### src/rtl/div_if.sv
// Operand/result bundle between the EX stage (master) and the divider (slave).
interface div_if;
  logic        signed_div_i;
  logic [31:0] opdata1_i;
  logic [31:0] opdata2_i;
  logic        start_i;
  logic        annul_i;
  logic [63:0] result_o;
  logic        ready_o;

  modport master (
    output signed_div_i, opdata1_i, opdata2_i, start_i, annul_i,
    input  result_o, ready_o
  );

  modport slave (
    input  signed_div_i, opdata1_i, opdata2_i, start_i, annul_i,
    output result_o, ready_o
  );
endinterface

### src/rtl/div.sv
// Restoring 32-bit div/divu, one quotient bit per cycle; result {rem, quo} after 33 edges (1 for /0).
// No backpressure: EX holds start until ready, and dropping start or annul abandons the division.
module div (
  input  logic clk,
  input  logic rst,
  div_if.slave bus
);
  typedef enum logic [1:0] {FREE, BYZERO, ON, END} state_e;

  state_e      state_q, state_d;
  logic [5:0]  cnt_q, cnt_d;
  logic [31:0] rem_q, rem_d;
  logic [31:0] quo_q, quo_d;
  logic [31:0] dvs_q, dvs_d;
  logic        qneg_q, qneg_d;
  logic        rneg_q, rneg_d;
  logic [63:0] result_q, result_d;
  logic        ready_q, ready_d;

  logic        op1_neg, op2_neg, abort;
  logic [31:0] abs1, abs2, q_fix, r_fix;
  logic [32:0] trial;

  always_comb begin
    op1_neg = bus.signed_div_i & bus.opdata1_i[31];
    op2_neg = bus.signed_div_i & bus.opdata2_i[31];
    abs1    = op1_neg ? (~bus.opdata1_i + 32'd1) : bus.opdata1_i;
    abs2    = op2_neg ? (~bus.opdata2_i + 32'd1) : bus.opdata2_i;
    abort   = bus.annul_i | ~bus.start_i;
    // Bit 32 of the 33-bit difference is set exactly when the shifted remainder is below the divisor.
    trial   = {rem_q, quo_q[31]} - {1'b0, dvs_q};
    q_fix   = qneg_q ? (~quo_q + 32'd1) : quo_q;
    r_fix   = rneg_q ? (~rem_q + 32'd1) : rem_q;

    state_d  = state_q;
    cnt_d    = cnt_q;
    rem_d    = rem_q;
    quo_d    = quo_q;
    dvs_d    = dvs_q;
    qneg_d   = qneg_q;
    rneg_d   = rneg_q;
    result_d = result_q;
    ready_d  = ready_q;

    case (state_q)
      FREE: begin
        ready_d  = 1'b0;
        result_d = '0;
        if (bus.start_i && !bus.annul_i) begin
          if (bus.opdata2_i == 32'd0) begin
            state_d = BYZERO;
          end else begin
            state_d = ON;
            cnt_d   = 6'd0;
            rem_d   = 32'd0;
            quo_d   = abs1;
            dvs_d   = abs2;
            qneg_d  = op1_neg ^ op2_neg;
            rneg_d  = op1_neg;
          end
        end
      end
      BYZERO: begin
        if (abort) begin
          state_d = FREE;
        end else begin
          state_d  = END;
          result_d = '0;
          ready_d  = 1'b1;
        end
      end
      ON: begin
        if (abort) begin
          state_d  = FREE;
          result_d = '0;
          ready_d  = 1'b0;
        end else if (cnt_q != 6'd32) begin
          // quo_q doubles as the dividend shift register: its MSB feeds the remainder.
          rem_d = trial[32] ? {rem_q[30:0], quo_q[31]} : trial[31:0];
          quo_d = {quo_q[30:0], ~trial[32]};
          cnt_d = cnt_q + 6'd1;
        end else begin
          state_d  = END;
          result_d = {r_fix, q_fix};
          ready_d  = 1'b1;
        end
      end
      END: begin
        if (abort) begin
          state_d  = FREE;
          result_d = '0;
          ready_d  = 1'b0;
        end
      end
      default: state_d = FREE;
    endcase
  end

  always_ff @(posedge clk or negedge rst) begin
    if (!rst) begin
      state_q  <= FREE;
      cnt_q    <= 6'd0;
      rem_q    <= 32'd0;
      quo_q    <= 32'd0;
      dvs_q    <= 32'd0;
      qneg_q   <= 1'b0;
      rneg_q   <= 1'b0;
      result_q <= '0;
      ready_q  <= 1'b0;
    end else begin
      state_q  <= state_d;
      cnt_q    <= cnt_d;
      rem_q    <= rem_d;
      quo_q    <= quo_d;
      dvs_q    <= dvs_d;
      qneg_q   <= qneg_d;
      rneg_q   <= rneg_d;
      result_q <= result_d;
      ready_q  <= ready_d;
    end
  end

  assign bus.result_o = result_q;
  assign bus.ready_o  = ready_q;
endmodule

### src/flat_wrapper.sv
// flat-port wrapper written by rule: the top's interface ports become plain ports
module div_flat 
  (clk, rst, bus_signed_div_i, bus_opdata1_i, bus_opdata2_i, bus_start_i, bus_annul_i, bus_result_o, bus_ready_o);
  div_if bus_i ();
  input  logic clk;
  input  logic rst;
  input wire logic [$bits(bus_i.signed_div_i)-1:0] bus_signed_div_i;
  input wire logic [$bits(bus_i.opdata1_i)-1:0] bus_opdata1_i;
  input wire logic [$bits(bus_i.opdata2_i)-1:0] bus_opdata2_i;
  input wire logic [$bits(bus_i.start_i)-1:0] bus_start_i;
  input wire logic [$bits(bus_i.annul_i)-1:0] bus_annul_i;
  output wire logic [$bits(bus_i.result_o)-1:0] bus_result_o;
  output wire logic [$bits(bus_i.ready_o)-1:0] bus_ready_o;
  assign bus_i.signed_div_i = bus_signed_div_i;
  assign bus_i.opdata1_i = bus_opdata1_i;
  assign bus_i.opdata2_i = bus_opdata2_i;
  assign bus_i.start_i = bus_start_i;
  assign bus_i.annul_i = bus_annul_i;
  assign bus_result_o = bus_i.result_o;
  assign bus_ready_o = bus_i.ready_o;
  div u_core (.clk(clk), .rst(rst), .bus(bus_i));
endmodule
### config.mk
export PLATFORM = sky130hd
export DESIGN_NAME = div_flat
export DESIGN_NICKNAME = d
export VERILOG_FILES = /design/src/rtl/div_if.sv /design/src/rtl/div.sv /design/src/flat_wrapper.sv
export SDC_FILE = /design/constraint.sdc
export NUM_CORES = 1
export LEC_CHECK = 0
export ABC_CLOCK_PERIOD_IN_PS = 6300
export CORE_MARGIN = 2
export CORE_UTILIZATION = 62
export DETAILED_ROUTE_END_ITERATION = 10
export PLACE_DENSITY = 0.94
export RECOVER_POWER = 100
export SETUP_SLACK_MARGIN = 0.1
export SLEW_MARGIN = 20
export SYNTH_ARGS = -nofsm -noshare
export SYNTH_HDL_FRONTEND = slang
export SYNTH_SLANG_ARGS = --single-unit
export TNS_END_PERCENT = 50
### constraint.sdc
create_clock -name clk -period 6.3 [get_ports clk]
set_input_delay 1.26 -clock clk [delete_from_list [all_inputs] [get_ports clk]]
set_output_delay 1.26 -clock clk [all_outputs]
set_load 0.1 [all_outputs]
==> impl_summary.txt, run 1 <==
----------------------------------------------------
[Logic synthesis]
  Share of the synthesized area in the top cell type ... 38.2%
  Number of different library cells in the post-synthesis netlist ... 65
  Net Count, Synth ... 1459
  Count of yosys warnings during synthesis ... 0
  Sequential fraction of the synthesis area ... 38.2%
  Synthesized instance count ... 1347
  Number of flops mapped to enable cells by yosys ... 0
  Async set-or-reset flop fraction in the synthesized netlist ... 100%
  Top cell types by occurrence after synthesis ... nand2_1 (221), o21ai_0 (180), dfrtp_1 (171), a21oi_1 (107), xor2_1 (90)
  Top cells by area in the synthesized netlist ... dfrtp_1 (38%), o21ai_0 (8.0%), nand2_1 (7.4%)
  Number of register bits inferred by synthesis ... 171
  Mapped cell area ... 11200 um^2
  Most used standard cell by instance count after synthesis ... nand2_1
  Top cell type by total area after synthesis ... dfrtp_1
  Primary flip-flop cell chosen by synthesis mapping ... dfrtp_1
  Average cell area after synthesis ... 8.32 um^2

[GRT]
  Aggregate global routing overflow ... 0
  Overall fraction of global-route tracks in use ... 30.6%
  Via count of the first global-routing pass ... 9731
  First-pass GRT wire length ... 48.3 mm
  Pin count of the biggest net entering global routing ... 115
  Initial antenna violation count ... 0

[Outcome]
  Violated checks ... capacitance limit, slew limit
  Result of the run ... complete, but fails checks

[Critical path]
  Critical Path AT ... 5500 ps
  Worst setup path startpoint ... bus_opdata2_i[8]
  Setup Crit Path Kind ... in -> reg
  Setup slack on the worst flop-to-flop path ... 1140 ps
  Critical path capture point type ... flip-flop
  Crit path max fanout ... 90
  R2r endpoint ... u_core.rem_q[1]
  Worst-case reg-to-reg path depth ... 12
  Type of origin of the critical path ... primary input
  Data required time of the worst path ... 6620 ps
  Reg2reg start ... u_core.rem_q[0]
  Timing endpoint of the critical path ... u_core.quo_q[23]

[Clock tree]
  Clock slew at reported path FFs ... 70 ps
  Clock latency of the later-clocked register in the worst-skew pair ... 440 ps
  Number of clock buffers inserted by TritonCTS ... 17
  CTS sink count ... 171
  Number of setup buffers added after CTS ... 0
  Maximum buffer depth of the clock tree ... 2
  Clock tree from TritonCTS ... built
  Cell at the root of the clock tree ... clkbuf_16
  H-tree levels ... 4
  Hold Buf Count CTS ... 0
  Total of cells resized after clock tree synthesis ... 0

[Floorplanning]
  Width of the die ... 138 um
  Standard-cell row count ... 49
  Top-Level Pins ... 134
  Placeable core region ... 17800 um^2
  Vertical die dimension ... 138 um
  Overall die area ... 19200 um^2
  Starting density of the core ... 62.9%

[Pwr]
  VDD IR max ... 0.277 mV
  Internal power contribution ... 2.64 mW
  Switching power ... 2.09 mW
  Pwr Density ... 358 nW/um^2
  Total power after layout ... 4.73 mW
  Net switching fraction of the power ... 44.2%
  Pleak ... 5.97 nW
  Combinational cell fraction of total power ... 41.9%
  Clock group share of total power ... 22.8%
  Share of power burned in registers ... 35.3%

[Timing]
  Highest clock rate ... 193 MHz
  Number of pins exceeding their max-slew limit in the final report ... 257
  Setup repair after global routing missed its margin ... no
  Post-route worst hold slack ... 468 ps
  Final setup violation count ... 0
  TNS Setup ... 0 ps
  Relative slew margins ... -85.0%
  Final min period ... 5180 ps
  Actual slew at the worst max-slew pin ... 2780 ps
  Worst clock skew ... 9.85 ps
  Crit share post-route ... 82.2%
  Count of final hold-check violations ... 0

[Finish]
  Area of the multi-input gates ... 6440 um^2
  Number of fill cells ... 1225
  Area growth, synth to finish ... 17.7%
  Proportion of layout cells with a drive suffix above 1 ... 3.99%
  Number of standard cells in the final layout excluding fillers ... 1684
  Number of nets in the final layout ... 1554
  Footprint of the flip-flops and latches ... 4280 um^2
  Antenna diode count ... 0

[Routing]
  Post-Route WL ... 29.2 mm
  Avg WL per Cell ... 17.3 um
  Residual antenna-violating net count after detailed routing ... 0
  DRC errors left ... 0
  Router iterations before antenna repair ... 6
  Initial DRC count ... 1002
  Vias per std cell ... 6.19
  Total vias in the final route ... 10400

[Placed design]
  Global placement routability congestion ... 0.957
  Placed cell count ... 1652
  Sum of net half-perimeters after detailed placement ... 21.1 mm
  Count of buffers inserted at the top-level ports ... 133

[Worst hold path]
  Hold Path Class ... reg -> reg

[Run]
  Total of max-cap violations ... 3

----------------------------------------------------
==> layout make-up <==
type | count | area share [%]
timing repair buffer | 142 | 10.4
sequential | 171 | 32.4
inverter | 58 | 1.65
tap | 229 | 2.17
clock inverter | 13 | 1.20
multi-input combinational | 1052 | 48.8
clock buffer | 19 | 3.36
==> through the flow <==
step	area, um^2	utilization [%]	worst slack (ps)
finish	13200	74.0	1120
global route	13200	74.0	832
CTS	13200	74.2	1940
detailed placement	12600	70.9	1530
global placement	12600	70.9	1610
floorplan	11200	-	2760
==> power groups by stage <==
stage	sequential (mW)	clock, mW	combinational [mW]
finish	1.67	1.08	1.98
global route	1.70	1.12	2.19
CTS	1.66	1.08	1.98
detailed placement	1.67	0	1.95
global placement	1.65	0	1.87
floorplan	1.78	0	1.30
==> per-layer routing <==
layer | GRT usage [%] | vias up | wire (um)
met4 | 11.4 | 0 | 710
met2 | 47.9 | 523 | 13500
met1 | 43.4 | 4883 | 12700
met5 | 0 | - | 0
li1 | - | 4937 | -
met3 | 4.57 | 81 | 2300
==> sequential cells by signal, summed over array words and instances (netlist names) <==
signal	flops
u_core.bus.result_o	64
u_core.qneg_q	1
u_core.bus.ready_o	1
u_core.dvs_q	32
u_core.quo_q	32
u_core.rneg_q	1
u_core.cnt_q	6
u_core.rem_q	32
u_core.state_q	2
==> cells by family (layout without fill, tap and decap cells) <==
| logic type | count (synthesis) | after routing | synth area share (%) |
|---|---|---|---|
| adders and majority gates | 43 | 43 | 4.86 |
| AOI/OAI and AO/OA | 417 | 417 | 22.0 |
| xor gates and xnor gates | 137 | 137 | 10.7 |
| buffers and inverters | 124 | 232 | 4.33 |
| DFF | 171 | 171 | 38.2 |
| and+or+nand+nor | 431 | 431 | 17.8 |
| muxes | 24 | 24 | 2.14 |
==> worst max-delay path, stage by stage <==
cell and delay (ps):
dlygate4sd3_1 580, or3_1 440, or4_1 520, nor4_1 320, clkbuf_1 260, a31o_2 440
clkbuf_2 1190, nor3_1 140, a221o_1 320
==> worst min-delay path by stage <==
| stage | from | endpoint | slack (ps) | cells after the start |
|---|---|---|---|---|
| final | u_core.bus.ready_o | u_core.bus.ready_o | 470 | 2 |
| after global routing | u_core.bus.result_o[37] | u_core.bus.result_o[37] | 500 | 2 |
| after floorplan | u_core.dvs_q[17] | u_core.dvs_q[17] | 450 | 2 |
| after CTS | u_core.bus.ready_o | u_core.bus.ready_o | 480 | 2 |
| after detailed placement | u_core.bus.ready_o | u_core.bus.ready_o | 460 | 2 |
| after global placement | u_core.bus.ready_o | u_core.bus.ready_o | 450 | 2 |
==> cell usage in the layout, fill, tap and decap left out, types with 7 or more instances in the layout <==
cell	instances
clkbuf_16	17
o41ai_1	13
dfrtp_1	171
nor4_1	17
dlygate4sd3_1	67
a31oi_1	10
a32oi_1	8
mux2i_1	24
clkdlybuf4s50_1	65
and2_1	8
o21ai_0	186
ha_1	41
nor2_1	76
or4_1	7
inv_1	57
nand2_1	221
nor2b_1	9
xor2_1	90
nand3_1	17
or3_1	16
xnor2_1	47
a21oi_1	107
a21o_1	17
nor3_1	13
o31ai_1	36
nand2b_1	14
No activity file was read; power rests on OpenSTA's default activity.
==> run 2, diff against run 1 <==
--- a/config.mk
+++ b/config.mk
@@ -5,11 +5,11 @@
 export SDC_FILE = /design/constraint.sdc
 export NUM_CORES = 1
 export LEC_CHECK = 0
-export ABC_CLOCK_PERIOD_IN_PS = 6300
+export ABC_CLOCK_PERIOD_IN_PS = 4300
 export CORE_MARGIN = 2
-export CORE_UTILIZATION = 62
+export CORE_UTILIZATION = 52
 export DETAILED_ROUTE_END_ITERATION = 10
-export PLACE_DENSITY = 0.94
+export PLACE_DENSITY = 0.85
 export RECOVER_POWER = 100
 export SETUP_SLACK_MARGIN = 0.1
 export SLEW_MARGIN = 20
==> constraint.sdc (replaced) <==
create_clock -name clk -period 4.3 [get_ports clk]
set_input_delay 0.86 -clock clk [delete_from_list [all_inputs] [get_ports clk]]
set_output_delay 0.86 -clock clk [all_outputs]
set_load 0.1 [all_outputs]
==> run 2 against run 1 <==
  * The flow still finishes with violations (capacitance limit, slew limit)
  * Final cell count grew 3.2%
  * Flip-flop and latch count is the same
  * Wire length shrank 2.9%
  * Combinational power grew 46%
  * Sequential power grew 46%
  * First-iteration DRC count is 16% lower
  * Count of clock-buffer cells in the layout down 1
  * Clock power is 35% higher
  * Critical path depth is 3 higher
  * Worst setup slack got worse by 530 ps
  * Largest power group unchanged
==> impl_summary.txt, run 2 (synthesized netlist as in run 1, its figures left out) <==
----------------------------------------------------
[Timing]
  Count of final hold-check violations ... 0 (unchanged)
  TNS Setup ... 0 ps (unchanged)
  Final min period ... 3700 ps
  Setup repair after global routing missed its margin ... no
  Actual slew at the worst max-slew pin ... 2130 ps (-647 ps)
  Highest clock rate ... 270 MHz
  Worst clock skew ... 7.67 ps (-2.18 ps)
  Number of pins exceeding their max-slew limit in the final report ... 116 (-55%)
  Relative slew margins ... -41.9% (+43 points)
  Crit share post-route ... 86.1%
  Final setup violation count ... 0 (unchanged)

[Routing]
  Initial DRC count ... 840 (-16%)
  Avg WL per Cell ... 16.3 um (-5.9%)
  Router iterations before antenna repair ... 6 (unchanged)
  Total vias in the final route ... 10000 (-3.8%)
  Residual antenna-violating net count after detailed routing ... 0 (unchanged)
  DRC errors left ... 0 (unchanged)
  Post-Route WL ... 28.3 mm (-2.9%)
  Vias per std cell ... 5.77 (-6.7%)

[Floorplanning]
  Overall die area ... 22800 um^2 (+19%)
  Top-Level Pins ... 134 (unchanged)
  Vertical die dimension ... 151 um (+8.9%)
  Width of the die ... 151 um (+8.9%)
  Standard-cell row count ... 53 (+8.2%)
  Placeable core region ... 21100 um^2 (+18%)
  Starting density of the core ... 53.2% (-9.7 points)

[Worst hold path]
  Hold path cells ... 2 (unchanged)
  Hold Path Class ... reg -> reg

[Critical path]
  Critical Path AT ... 4000 ps (-1500 ps)
  Worst-path cell chain ... inv_1 -> fa_1 -> nand2b_1 -> a21oi_1 -> o2111ai_1 -> a21o_1 -> a2111oi_0 -> or3_1 -> and2_0 -> buf_4 -> mux2i_1 -> o21ai_0
  Crit path largest cell delay ... 480 ps (-710 ps)
  Crit path max fanout ... 16 (-82%)
  Logic depth of the worst setup path including buffers ... 12 (+3)
  Worst-case reg-to-reg path depth ... 12 (unchanged)
  Type of origin of the critical path ... flip-flop
  Data required time of the worst path ... 4600 ps (-2020 ps)
  Critical path's top delay family ... compound AO/OA/AOI/OAI gates
  Crit path max-delay cell type ... a2111oi_0
  Setup Crit Path Kind ... reg -> reg
  Total buffers and inverters traversed by the critical path ... 2 (-1)
  Critical path capture point type ... flip-flop

[Finish]
  Number of nets in the final layout ... 1562 (+0.51%)
  Most frequent standard cell in the layout excluding fill and tap cells ... nand2_1
  Area growth, synth to finish ... 18.5%
  Most frequent cells in the layout ... nand2_1 (220), o21ai_0 (187), dfrtp_1 (171), a21oi_1 (107), xor2_1 (90)
  Flip-flop count of the largest register, all copies and words added ... 64 (unchanged)
  Antenna diode count ... 0 (unchanged)
  Proportion of layout cells with a drive suffix above 1 ... 4.58% (+0.59 points)

[Outcome]
  Violated checks ... capacitance limit, slew limit
  Result of the run ... complete, but fails checks

[Pwr]
  Total power after layout ... 6.80 mW (+44%)
  Pleak ... 6.01 nW (+0.58%)
  VDD IR max ... 0.305 mV (+9.9%)
  Pwr Density ... 512 nW/um^2 (+43%)

[Clock tree]
  Hold Buf Count CTS ... 0 (unchanged)
  Clock slew at reported path FFs ... 70 ps (about the same)
  CTS sink count ... 171 (unchanged)
  Total of cells resized after clock tree synthesis ... 0 (unchanged)
  Maximum buffer depth of the clock tree ... 2 (unchanged)
  Cell at the root of the clock tree ... clkbuf_16
  Number of clock buffers inserted by TritonCTS ... 17 (unchanged)
  H-tree levels ... 4 (unchanged)
  Clock latency of the later-clocked register in the worst-skew pair ... 440 ps (about the same)
  Clock tree from TritonCTS ... built
  Number of setup buffers added after CTS ... 0 (unchanged)

[GRT]
  Overall fraction of global-route tracks in use ... 25.9% (-4.7 points)
  Pin count of the biggest net entering global routing ... 105 (-8.7%)
  Initial antenna violation count ... 0 (unchanged)
  First-pass GRT wire length ... 46.9 mm (-2.8%)
  Via count of the first global-routing pass ... 9330 (-4.1%)
  Aggregate global routing overflow ... 0 (unchanged)

[Placed design]
  Count of buffers inserted at the top-level ports ... 133 (unchanged)
  Sum of net half-perimeters after detailed placement ... 21.4 mm (+1.6%)
  Global placement routability congestion ... 0.926 (-3.3%)

[Run]
  Total of max-cap violations ... 2 (-1)

----------------------------------------------------
## run 2: cell types whose count changed in the layout (fill, tap and decap cells not counted), moves of 2 or more
cell       before  now
inv_6           2    8
buf_4           3    8
clkinv_4        5    1
buf_12          0    2
bufinv_16       2    0
## run 2: worst min-delay path: cells and delay by family (launching register included)
kind	cells	cell delay, ps
DFF	1	340
and+or+nand+nor	2	100
## run 2: metal layers
metal,vias up,routed length [um],track usage [%],share of wire (%)
li1,4967,-,-,-
met4,0,369,6.50,1.3
met5,-,0,0,0
met3,33,1980,3.83,7.0
met1,4684,13300,38.1,47
met2,349,12700,40.2,45
## run 2: area by class of cell
class / count / area [um^2]
tap: 275 / 344
timing repair buffer: 150 / 1460
inverter: 58 / 218
clock buffer: 18 / 429
clock inverter: 14 / 125
sequential: 171 / 4280
multi-input combinational: 1052 / 6440
fill: 1803 / 7790
## run 2: stage by stage
step           util [%]  std cells  setup slack (ps)  cell area [um^2]  hold slack (ps)
2_1_floorplan         -       1347              1160             11200              450
3_3_place_gp       60.7       1706               504             12800              461
3_5_place_dp       60.7       1706               418             12800              463
4_1_cts            63.3       1738               693             13400              479
5_1_grt            63.0       1738               183             13300              496
6_report           63.0       1738               597             13300              467
## run 2: power by group
group / total (mW) / switching [mW] / internal [mW]
clock: 1.46 / 0.698 / 0.765
combinational: 2.89 / 1.88 / 1.02
sequential: 2.44 / 0.464 / 1.98
## run 2: final timing paths
check                                   start  slack [ps]                      end
setup / recovery              u_core.rem_q[0]         600         u_core.rem_q[24]
hold / removal             u_core.bus.ready_o         470       u_core.bus.ready_o
setup reg to reg              u_core.rem_q[0]         600         u_core.rem_q[24]
hold reg to reg            u_core.bus.ready_o         470       u_core.bus.ready_o
max in group asynchronous                 rst         920  u_core.bus.result_o[52]
min in group asynchronous                 rst        1010       u_core.bus.ready_o
==> run 3, diff against run 2 <==
--- a/config.mk
+++ b/config.mk
@@ -5,11 +5,11 @@
 export SDC_FILE = /design/constraint.sdc
 export NUM_CORES = 1
 export LEC_CHECK = 0
-export ABC_CLOCK_PERIOD_IN_PS = 4300
+export ABC_CLOCK_PERIOD_IN_PS = 4750
 export CORE_MARGIN = 2
-export CORE_UTILIZATION = 52
+export CORE_UTILIZATION = 42
 export DETAILED_ROUTE_END_ITERATION = 10
-export PLACE_DENSITY = 0.85
+export PLACE_DENSITY = 0.7
 export RECOVER_POWER = 100
 export SETUP_SLACK_MARGIN = 0.1
 export SLEW_MARGIN = 20
==> constraint.sdc (replaced) <==
create_clock -name clk -period 4.75 [get_ports clk]
set_input_delay 0.95 -clock clk [delete_from_list [all_inputs] [get_ports clk]]
set_output_delay 0.95 -clock clk [all_outputs]
set_load 0.1 [all_outputs]
==> run 3 against run 2 <==
  * The flow finishes with violations (DRC, capacitance limit, slew limit)
  * Combinational power decreased by 10%
  * Non-clock buffer count fell by 3
  * Final cell count grew 3.3%
  * Count of clock-buffer cells in the layout decreased by 1
  * Clock skew grew 2.0 ps
  * Design area up 1.0%
  * Via count decreased by 2.2%
  * Critical path depth is 2 lower
  * First-iteration DRC count decreased by 21%
  * Core utilization decreased by 12 points
  * Total power shrank 7.6%
  * Clock power about the same
==> impl_summary.txt, run 3 (synthesized netlist as in run 1, its figures left out) <==
----------------------------------------------------
[Pwr]
  Pwr Density ... 468 nW/um^2 (-8.6%)
  Switching power ... 2.77 mW (-9.0%)
  Internal power contribution ... 3.51 mW (-6.5%)
  Net switching fraction of the power ... 44.0% (-0.68 points)
  Clock group share of total power ... 23.5% (+2.0 points)
  Total power after layout ... 6.28 mW (-7.6%)
  Share of power burned in registers ... 35.2% (-0.7 points)
  Combinational cell fraction of total power ... 41.3% (-1.3 points)
  Pleak ... 6.04 nW (+0.44%)
  VDD IR max ... 0.251 mV (-18%)

[GRT]
  Aggregate global routing overflow ... 0 (unchanged)
  Overall fraction of global-route tracks in use ... 20.9% (-5.0 points)
  Via count of the first global-routing pass ... 9074 (-2.7%)
  Pin count of the biggest net entering global routing ... 91 (-13%)
  First-pass GRT wire length ... 47.8 mm (+1.8%)
  Initial antenna violation count ... 0 (unchanged)

[Floorplanning]
  Starting density of the core ... 42.9% (-10 points)
  Placeable core region ... 26100 um^2 (+24%)
  Vertical die dimension ... 167 um (+11%)
  Width of the die ... 167 um (+11%)
  Overall die area ... 28000 um^2 (+23%)
  Top-Level Pins ... 134 (unchanged)
  Standard-cell row count ... 59 (+11%)

[Critical path]
  Worst setup path startpoint ... bus_opdata2_i[8]
  Setup Crit Path Kind ... in -> reg
  Critical path capture point type ... flip-flop
  Worst-path cell chain ... dlygate4sd3_1 -> or3_1 -> or4_1 -> nor4_1 -> clkbuf_1 -> a31o_2 -> nor2_1 -> clkbuf_1 -> nand2_1 -> o21ai_0
  Crit path max fanout ... 16 (unchanged)
  Crit path largest cell delay ... 580 ps (+100 ps)
  Critical Path AT ... 4230 ps (+230 ps)
  Crit path max-delay cell type ... dlygate4sd3_1
  Reg2reg start ... u_core.dvs_q[0]
  Worst-case reg-to-reg path depth ... 12 (unchanged)
  Type of origin of the critical path ... primary input
  Library cell appearing most often on the critical path ... clkbuf_1
  Setup slack on the worst flop-to-flop path ... 890 ps (+290 ps)
  Data required time of the worst path ... 5050 ps (+450 ps)

[Routing]
  Vias per std cell ... 5.47 (-5.3%)
  Initial DRC count ... 664 (-21%)
  DRC errors left ... 7 (+7)
  Avg WL per Cell ... 16.1 um (-1.1%)
  Post-Route WL ... 28.9 mm (+2.2%)
  Residual antenna-violating net count after detailed routing ... 0 (unchanged)
  Router iterations before antenna repair ... 8 (+2)
  Total vias in the final route ... 9813 (-2.2%)

[Finish]
  Flip-flop count of the largest register, all copies and words added ... 64 (unchanged)
  Number of nets in the final layout ... 1559 (-0.19%)
  Antenna diode count ... 0 (unchanged)
  Area growth, synth to finish ... 19.7%
  Proportion of layout cells with a drive suffix above 1 ... 4.52% (-0.059 points)
  Most frequent cells in the layout ... nand2_1 (220), o21ai_0 (188), dfrtp_1 (171), a21oi_1 (107), xor2_1 (90)
  Most frequent standard cell in the layout excluding fill and tap cells ... nand2_1

[Clock tree]
  CTS sink count ... 171 (unchanged)
  H-tree levels ... 4 (unchanged)
  Maximum buffer depth of the clock tree ... 2 (unchanged)
  Hold Buf Count CTS ... 0 (unchanged)
  Number of setup buffers added after CTS ... 0 (unchanged)
  Cell at the root of the clock tree ... clkbuf_16
  Total of cells resized after clock tree synthesis ... 0 (unchanged)
  Number of clock buffers inserted by TritonCTS ... 17 (unchanged)
  Clock latency of the later-clocked register in the worst-skew pair ... 440 ps (about the same)
  Clock slew at reported path FFs ... 70 ps (about the same)
  Clock tree from TritonCTS ... built

[Timing]
  TNS Setup ... 0 ps (unchanged)
  Setup repair after global routing missed its margin ... no
  Crit share post-route ... 82.7%
  Worst clock skew ... 9.71 ps (+2.04 ps)
  Actual slew at the worst max-slew pin ... 2340 ps (+208 ps)
  Number of pins exceeding their max-slew limit in the final report ... 90 (-22%)
  Final min period ... 3930 ps
  Count of final hold-check violations ... 0 (unchanged)
  Highest clock rate ... 254 MHz
  Final setup violation count ... 0 (unchanged)
  Relative slew margins ... -55.7% (-14 points)

[Run]
  Total of max-cap violations ... 1 (-1)

[Placed design]
  Sum of net half-perimeters after detailed placement ... 21.6 mm (+0.77%)
  Count of buffers inserted at the top-level ports ... 133 (unchanged)
  Global placement routability congestion ... 0.897 (-3.1%)

[Worst hold path]
  Hold path cells ... 2 (unchanged)
  Hold Path Class ... reg -> reg
  Start point of the worst hold path ... u_core.bus.ready_o

[Outcome]
  Result of the run ... complete, but fails checks
  Violated checks ... DRC, capacitance limit, slew limit

----------------------------------------------------
[run 3: through the flow]
stage               cells  area (um^2)  hold slack, ps  util, %  setup slack, ps
global placement     1763        12900             453     49.2              956
floorplan            1347        11200             450        -             1520
global route         1795        13400             485     51.4              506
CTS                  1795        13500             473     51.6             1150
detailed placement   1763        12900             457     49.2              856
finish               1795        13400             460     51.4              821
[run 3: layer usage]
metal / share of wire (%) / GRT usage, %
met5: 0 / 0
met4: 1.5 / 5.52
met3: 4.5 / 2.53
met2: 43 / 30.8
met1: 51 / 32.2
[run 3: critical path, delay by kind of cell]
| family | cells | cell delay, ps |
|---|---|---|
| compound gates | 2 | 410 |
| buf+inv | 3 | 1250 |
| simple gates | 5 | 1620 |
[run 3: layout make-up]
cell class	count	area [um^2]
Clock buffer	17	425
Timing Repair Buffer	147	1450
Multi-Input combinational cell	1052	6440
Inverter	58	218
Tap cell	335	419
Fill cell	2475	12700
Sequential cell	171	4280
Clock inverter	15	194
[run 3: final timing paths]
kind | end
max reg2reg | u_core.rem_q[2]
min in group asynchronous | u_core.quo_q[0]
min | u_core.bus.ready_o
max | u_core.rem_q[18]
max in group asynchronous | u_core.cnt_q[0]
min reg2reg | u_core.bus.ready_o
[run 3: power by group through the flow]
stage / combinational (mW) / clock, mW / sequential (mW)
after floorplan: 1.73 / 0 / 2.36
after global placement: 2.58 / 0 / 2.21
after detailed placement: 2.61 / 0 / 2.23
after CTS: 2.63 / 1.49 / 2.20
after global routing: 2.90 / 1.56 / 2.26
final: 2.59 / 1.47 / 2.21
